## config.mk

```make
export PLATFORM = sky130hd
export DESIGN_NAME = cdc_bus_arbiter
export DESIGN_NICKNAME = d
export VERILOG_FILES = /design/src/rtl/cdc_arb_pkg.sv /design/src/rtl/rr_arbiter.sv /design/src/rtl/cdc_bus_arbiter.sv
export SDC_FILE = /design/constraint.sdc
export NUM_CORES = 1
export LEC_CHECK = 0
export ABC_AREA = 1
export CAP_MARGIN = 20
export CORE_MARGIN = 5
export CORE_UTILIZATION = 43
export DETAILED_ROUTE_END_ITERATION = 10
export GPL_ROUTABILITY_DRIVEN = 1
export PLACE_DENSITY = 0.77
export SKIP_LAST_GASP = 1
export SLEW_MARGIN = 10
export SYNTH_ARGS = -nofsm -noshare
export SYNTH_HDL_FRONTEND = slang
export SYNTH_SLANG_ARGS = --single-unit
```

## constraint.sdc

```tcl
create_clock -name clk -period 2.13 [get_ports clk]
set_input_delay 0.213 -clock clk [delete_from_list [all_inputs] [get_ports clk]]
set_output_delay 0.213 -clock clk [all_outputs]
set_load 0.01 [all_outputs]
```

## src/rtl/cdc_arb_pkg.sv

```systemverilog
// Shared types and constants for the crossing launch-side arbiter.
package cdc_arb_pkg;

  typedef enum logic [1:0] {
    StIdle   = 2'd0,
    StLaunch = 2'd1,
    StWaitHi = 2'd2,
    StWaitLo = 2'd3
  } arb_state_e;

  localparam int unsigned CNT_W = 16;

  // Ceiling log2, never below 1 so index fields always have a bit.
  function automatic int unsigned clog2(input int unsigned n);
    int unsigned r;
    r = 0;
    while ((32'd1 << r) < n) r++;
    return (r == 0) ? 1 : r;
  endfunction

endpackage

```

## src/rtl/rr_arbiter.sv

```systemverilog
// Combinational round-robin pick: first asserted request after ptr_i, cyclic.
module rr_arbiter
  import cdc_arb_pkg::*;
#(
  parameter int unsigned NUM_REQ = 4,
  localparam int unsigned IdxW   = clog2(NUM_REQ)
) (
  input  logic [NUM_REQ-1:0] req_i,
  input  logic [IdxW-1:0]    ptr_i,
  output logic [NUM_REQ-1:0] gnt_o,
  output logic [IdxW-1:0]    idx_o,
  output logic               valid_o
);

  // Scan from the slot after the last winner; the pointer itself is checked last.
  always_comb begin
    int unsigned cand;
    gnt_o   = '0;
    idx_o   = '0;
    valid_o = 1'b0;
    cand    = 0;
    for (int unsigned off = 1; off <= NUM_REQ; off++) begin
      cand = (32'(ptr_i) + off) % NUM_REQ;
      if (!valid_o && req_i[cand]) begin
        valid_o     = 1'b1;
        gnt_o[cand] = 1'b1;
        idx_o       = IdxW'(cand);
      end
    end
  end

endmodule

```

## src/rtl/cdc_bus_arbiter.sv

```systemverilog
// Round-robin sharer for the launch side of a flag/busy toggle-handshake crossing.
// Optional macro CDC_ARB_TAG_EN prepends the winner index to the launched word.
module cdc_bus_arbiter
  import cdc_arb_pkg::*;
#(
  parameter int unsigned NUM_REQ = 4,
  parameter int unsigned DATA_W  = 8,
  localparam int unsigned TAG_W  = clog2(NUM_REQ),
`ifdef CDC_ARB_TAG_EN
  localparam int unsigned BUS_W  = DATA_W + TAG_W
`else
  localparam int unsigned BUS_W  = DATA_W
`endif
) (
  input  logic                      clk,
  input  logic                      rst,
  input  logic [NUM_REQ-1:0]        req_valid,
  input  logic [NUM_REQ*DATA_W-1:0] req_data,
  output logic [NUM_REQ-1:0]        req_ready,
  input  logic                      busy_i,
  output logic                      flag_o,
  output logic [BUS_W-1:0]          bus_o,
  output logic [CNT_W-1:0]          xfer_cnt
);

  arb_state_e         state_q;
  logic [TAG_W-1:0]   ptr_q;
  logic [BUS_W-1:0]   bus_q;
  logic               flag_q;
  logic [CNT_W-1:0]   cnt_q, cnt_d;

  logic [NUM_REQ-1:0] gnt;
  logic [TAG_W-1:0]   win_idx;
  logic               win_valid;
  logic               grant_en;
  logic [DATA_W-1:0]  win_data;
  logic [BUS_W-1:0]   cap_word;

  rr_arbiter #(
    .NUM_REQ (NUM_REQ)
  ) u_rr_arbiter (
    .req_i   (req_valid),
    .ptr_i   (ptr_q),
    .gnt_o   (gnt),
    .idx_o   (win_idx),
    .valid_o (win_valid)
  );

  // Grant only from IDLE with the crossing quiet; a stale busy blocks new launches.
  always_comb begin
    grant_en  = (state_q == StIdle) && !busy_i && !rst && win_valid;
    req_ready = grant_en ? gnt : '0;
    win_data  = req_data[win_idx*DATA_W +: DATA_W];
`ifdef CDC_ARB_TAG_EN
    cap_word  = {win_idx, win_data};
`else
    cap_word  = win_data;
`endif
  end

  // Handshake FSM with registered launch flag and captured word.
  always_ff @(posedge clk) begin
    if (rst) begin
      state_q <= StIdle;
      flag_q  <= 1'b0;
      bus_q   <= '0;
      ptr_q   <= TAG_W'(NUM_REQ - 1);
    end else begin
      flag_q <= 1'b0;
      unique case (state_q)
        StIdle: begin
          if (grant_en) begin
            bus_q   <= cap_word;
            ptr_q   <= win_idx;
            flag_q  <= 1'b1;
            state_q <= StLaunch;
          end
        end
        StLaunch: state_q <= StWaitHi;
        StWaitHi: if (busy_i) state_q <= StWaitLo;
        StWaitLo: if (!busy_i) state_q <= StIdle;
        default:  state_q <= StIdle;
      endcase
    end
  end

  // A transfer completes when busy falls while waiting for it; counter wraps freely.
  always_comb begin
    cnt_d = cnt_q;
    if ((state_q == StWaitLo) && !busy_i) cnt_d = cnt_q + CNT_W'(1);
  end

  // Completed-transfer counter.
  always_ff @(posedge clk) begin
    if (rst) cnt_q <= '0;
    else     cnt_q <= cnt_d;
  end

  assign flag_o   = flag_q;
  assign bus_o    = bus_q;
  assign xfer_cnt = cnt_q;

endmodule

```

==> results.ini <==
[run_status]
status = complete, but fails checks
violations = setup timing

[clock_network]
numClockSinks = 29
clkSlewWorstSetupHoldPaths_ps = 70
cts_tree = done
cts_buffers = 5
cts.path.max_buffers = 2
ctsHoldBuffers = 0
clock_latency_ps = 280
cts_root_buffer = clkbuf_8
htree_levels = 2

[critical_path]
rrSetupSlack_ps = 30
cp_cell_sequence = inv_8 > ha_4 > inv_4 > nand2_4 > nand2_8 > nor2_8 > nand4_1 > buf_4 > buf_6 > o21ai_2 > nand2_1 > inv_1 > buf_6
arrival_ps = 2100
required_ps = 1920
r2r_cells = 15
slowest_stage = dfxtp_4
cp-end-kind = output pin
worstReg2RegStart = ptr_q[0]
path_delay_family = buffers and inverters
timing.critical_path.mode_cell = buf_6
slowest_delay_ps = 380
timing_worst_setup_path_type = reg2out
cp_max_fo = 4
critPathLaunchType = register
crit_buf_inv = 6
r2r-end = bus_o[3]

[timing]
slew_headroom = 0.812
skew_ps = 6.15
period_share = 1.09
worst_pin_slew_ps = 282
worst_slack_ps = -187
max_freq_mhz = 432
rsz0062_at_grt = yes
drv_slew = 0
setup_viol = 4
finalSetupTns_ps = -505
finalHoldViolCount = 0
fin_hold_ws_ps = 473
period_minus_slack_ps = 2320

[route]
num_vias = 2481
wl_per_cell_microns = 12.5
drc_errors = 0
first_pass_iters = 4
postRouteAntennaNets = 0
drt_wl_total_microns = 6450
drt-initial-drc-count = 87
viasPerCell = 4.80

[synth]
ys_ff_latch = 29
yosysSeqAreaShare = 0.254
syn_inst = 331
syn_area_per_cell_sq_um = 6.91
yosys_warnings = 0
async_reset_ff_frac = 0
synthDistinctLibCells = 41
synth-edff-count = 0
synth_top_flop_cell = dfxtp_1
syn_nets = 383
syn_area_sq_mm = 0.00229

[global_routing]
grt_pass1_vias = 2463
track_usage = 0.186
grt_pass1_wl_microns = 10900
overflow = 0
grt_start_max_net_pins = 18
antenna_found_initial = 0

[cells_and_area]
mostFrequentLayoutCell = nand2_1
final_cell_mix = 67 x nand2_1, 63 x clkdlybuf4s50_1, 45 x inv_1
layout-drive-gt1-share = 0.284
diodes = 0
syn_to_final_growth_pct = 56.2
fin_area_sq_mm = 0.00357
fin_util = 0.695
final_cells = 517
nets = 498

[placed_design]
post_dp_cell_area_sq_mm = 0.00323
place_hpwl_microns = 4800
portBuffers = 67
place_inst = 493
routabilityCongestion = 0.871
detailedPlace.worstSlack_ps = -281

[power]
leakage_nw = 1.61
power_frac_seq = 0.196
p_per_area_mw_per_mm2 = 946
power.net_switching_mw = 1.51
combPwrFrac = 0.676
power.internal_mw = 1.87
power_mw = 3.38
p_clk_frac = 0.129
p_sw_frac = 0.446
irDropWorstVdd_mv = 0.592

[floorplan]
die-area_sq_mm = 0.00688
num_io_pins = 68
start_util = 0.445
die_x_microns = 82.9
core_area_sq_mm = 0.00514
fp.dieH_microns = 82.9
rows = 26

[hold_path]
hold_end = xfer_cnt[15]
holdPathStages = 2
min_from = xfer_cnt[15]
holdCritPathClass = reg2reg

[run]
cap_violations = 0

## registers in the layout, summed over array words and instances, names as in the netlist
name / flops
xfer_cnt: 16
state_q: 2
ptr_q: 2
flag_o: 1
bus_o: 8
## worst min-delay path, delay by kind of cell, from the launching register on
kind,cells,cell delay (ps)
DFF,1,310
buffers and inverters,1,70
AOI/OAI and AO/OA,1,60
## layout make-up
| type | instances | area [sq um] |
|---|---|---|
| fill | 433 | 1570 |
| timing repair buffer | 112 | 1030 |
| multi-input combinational | 244 | 1550 |
| tap | 70 | 87.6 |
| timing repair inverter | 1 | 6.26 |
| clock buffer | 6 | 72.6 |
| clock inverter | 2 | 10.0 |
| inverter | 53 | 224 |
| sequential | 29 | 587 |
## worst max-delay path by stage
stage                             from            to  slack [ps]  depth (start not counted)
after floorplan               ptr_q[1]  req_ready[2]           9                         11
after global placement    req_valid[1]  req_ready[1]        -230                         12
after detailed placement  req_valid[1]  req_ready[0]        -280                         12
after CTS                     ptr_q[0]  req_ready[3]        -130                         13
after global routing          ptr_q[0]  req_ready[3]        -270                         13
final                         ptr_q[0]  req_ready[3]        -190                         13
## metal layers
| layer | track usage | vias up | routed length, microns |
|---|---|---|---|
| met5 | 0 | - | 0 |
| met4 | 0.0416 | 0 | 76 |
| met3 | 0.0535 | 8 | 381 |
| met2 | 0.355 | 65 | 3300 |
| met1 | 0.200 | 1111 | 2690 |
| li1 | - | 1297 | - |
## what timing repair did
item | in CTS | in global routing
pin swaps | 13 | 22
gates cloned | 0 | 2
resized for setup | 31 | 35
endpoints found under the setup margin | 10 | 18
buffers inserted | 10 | 4
## power groups by stage
stage | clock network (mW) | logic (mW) | registers, mW
detailed placement | 0 | 1.84 | 0.670
CTS | 0.443 | 2.03 | 0.662
global route | 0.473 | 2.49 | 0.672
floorplan | 0 | 1.26 | 0.689
global placement | 0 | 1.79 | 0.668
finish | 0.435 | 2.28 | 0.662
## synth_stat cells, drive strengths merged, types with 2 or more instances
| master | instances | area [sq um] |
|---|---|---|
| nor2 | 46 | 214 |
| nor3 | 5 | 30.0 |
| a21oi | 19 | 110 |
| buf | 4 | 47.5 |
| nand4 | 10 | 92.6 |
| nand3 | 27 | 175 |
| nand2 | 92 | 444 |
| dfxtp | 29 | 581 |
| ha | 13 | 163 |
| o21a | 3 | 22.5 |
| inv | 53 | 219 |
| o21ai | 18 | 97.6 |
| clkbuf | 2 | 17.5 |
| a31oi | 4 | 25.0 |
## logic make-up after synthesis
kind of cell / Yosys count / share of synthesized area
AO/OA/AOI/OAI: 46 / 0.118
XOR/XNOR: 1 / 0.00383
adder cells (fa/ha/maj): 13 / 0.0711
buffers and inverters: 59 / 0.124
flip-flops: 29 / 0.254
multiplexers: 1 / 0.00438
AND/OR/NAND/NOR: 182 / 0.425
No activity file was read; power rests on OpenSTA's default activity.
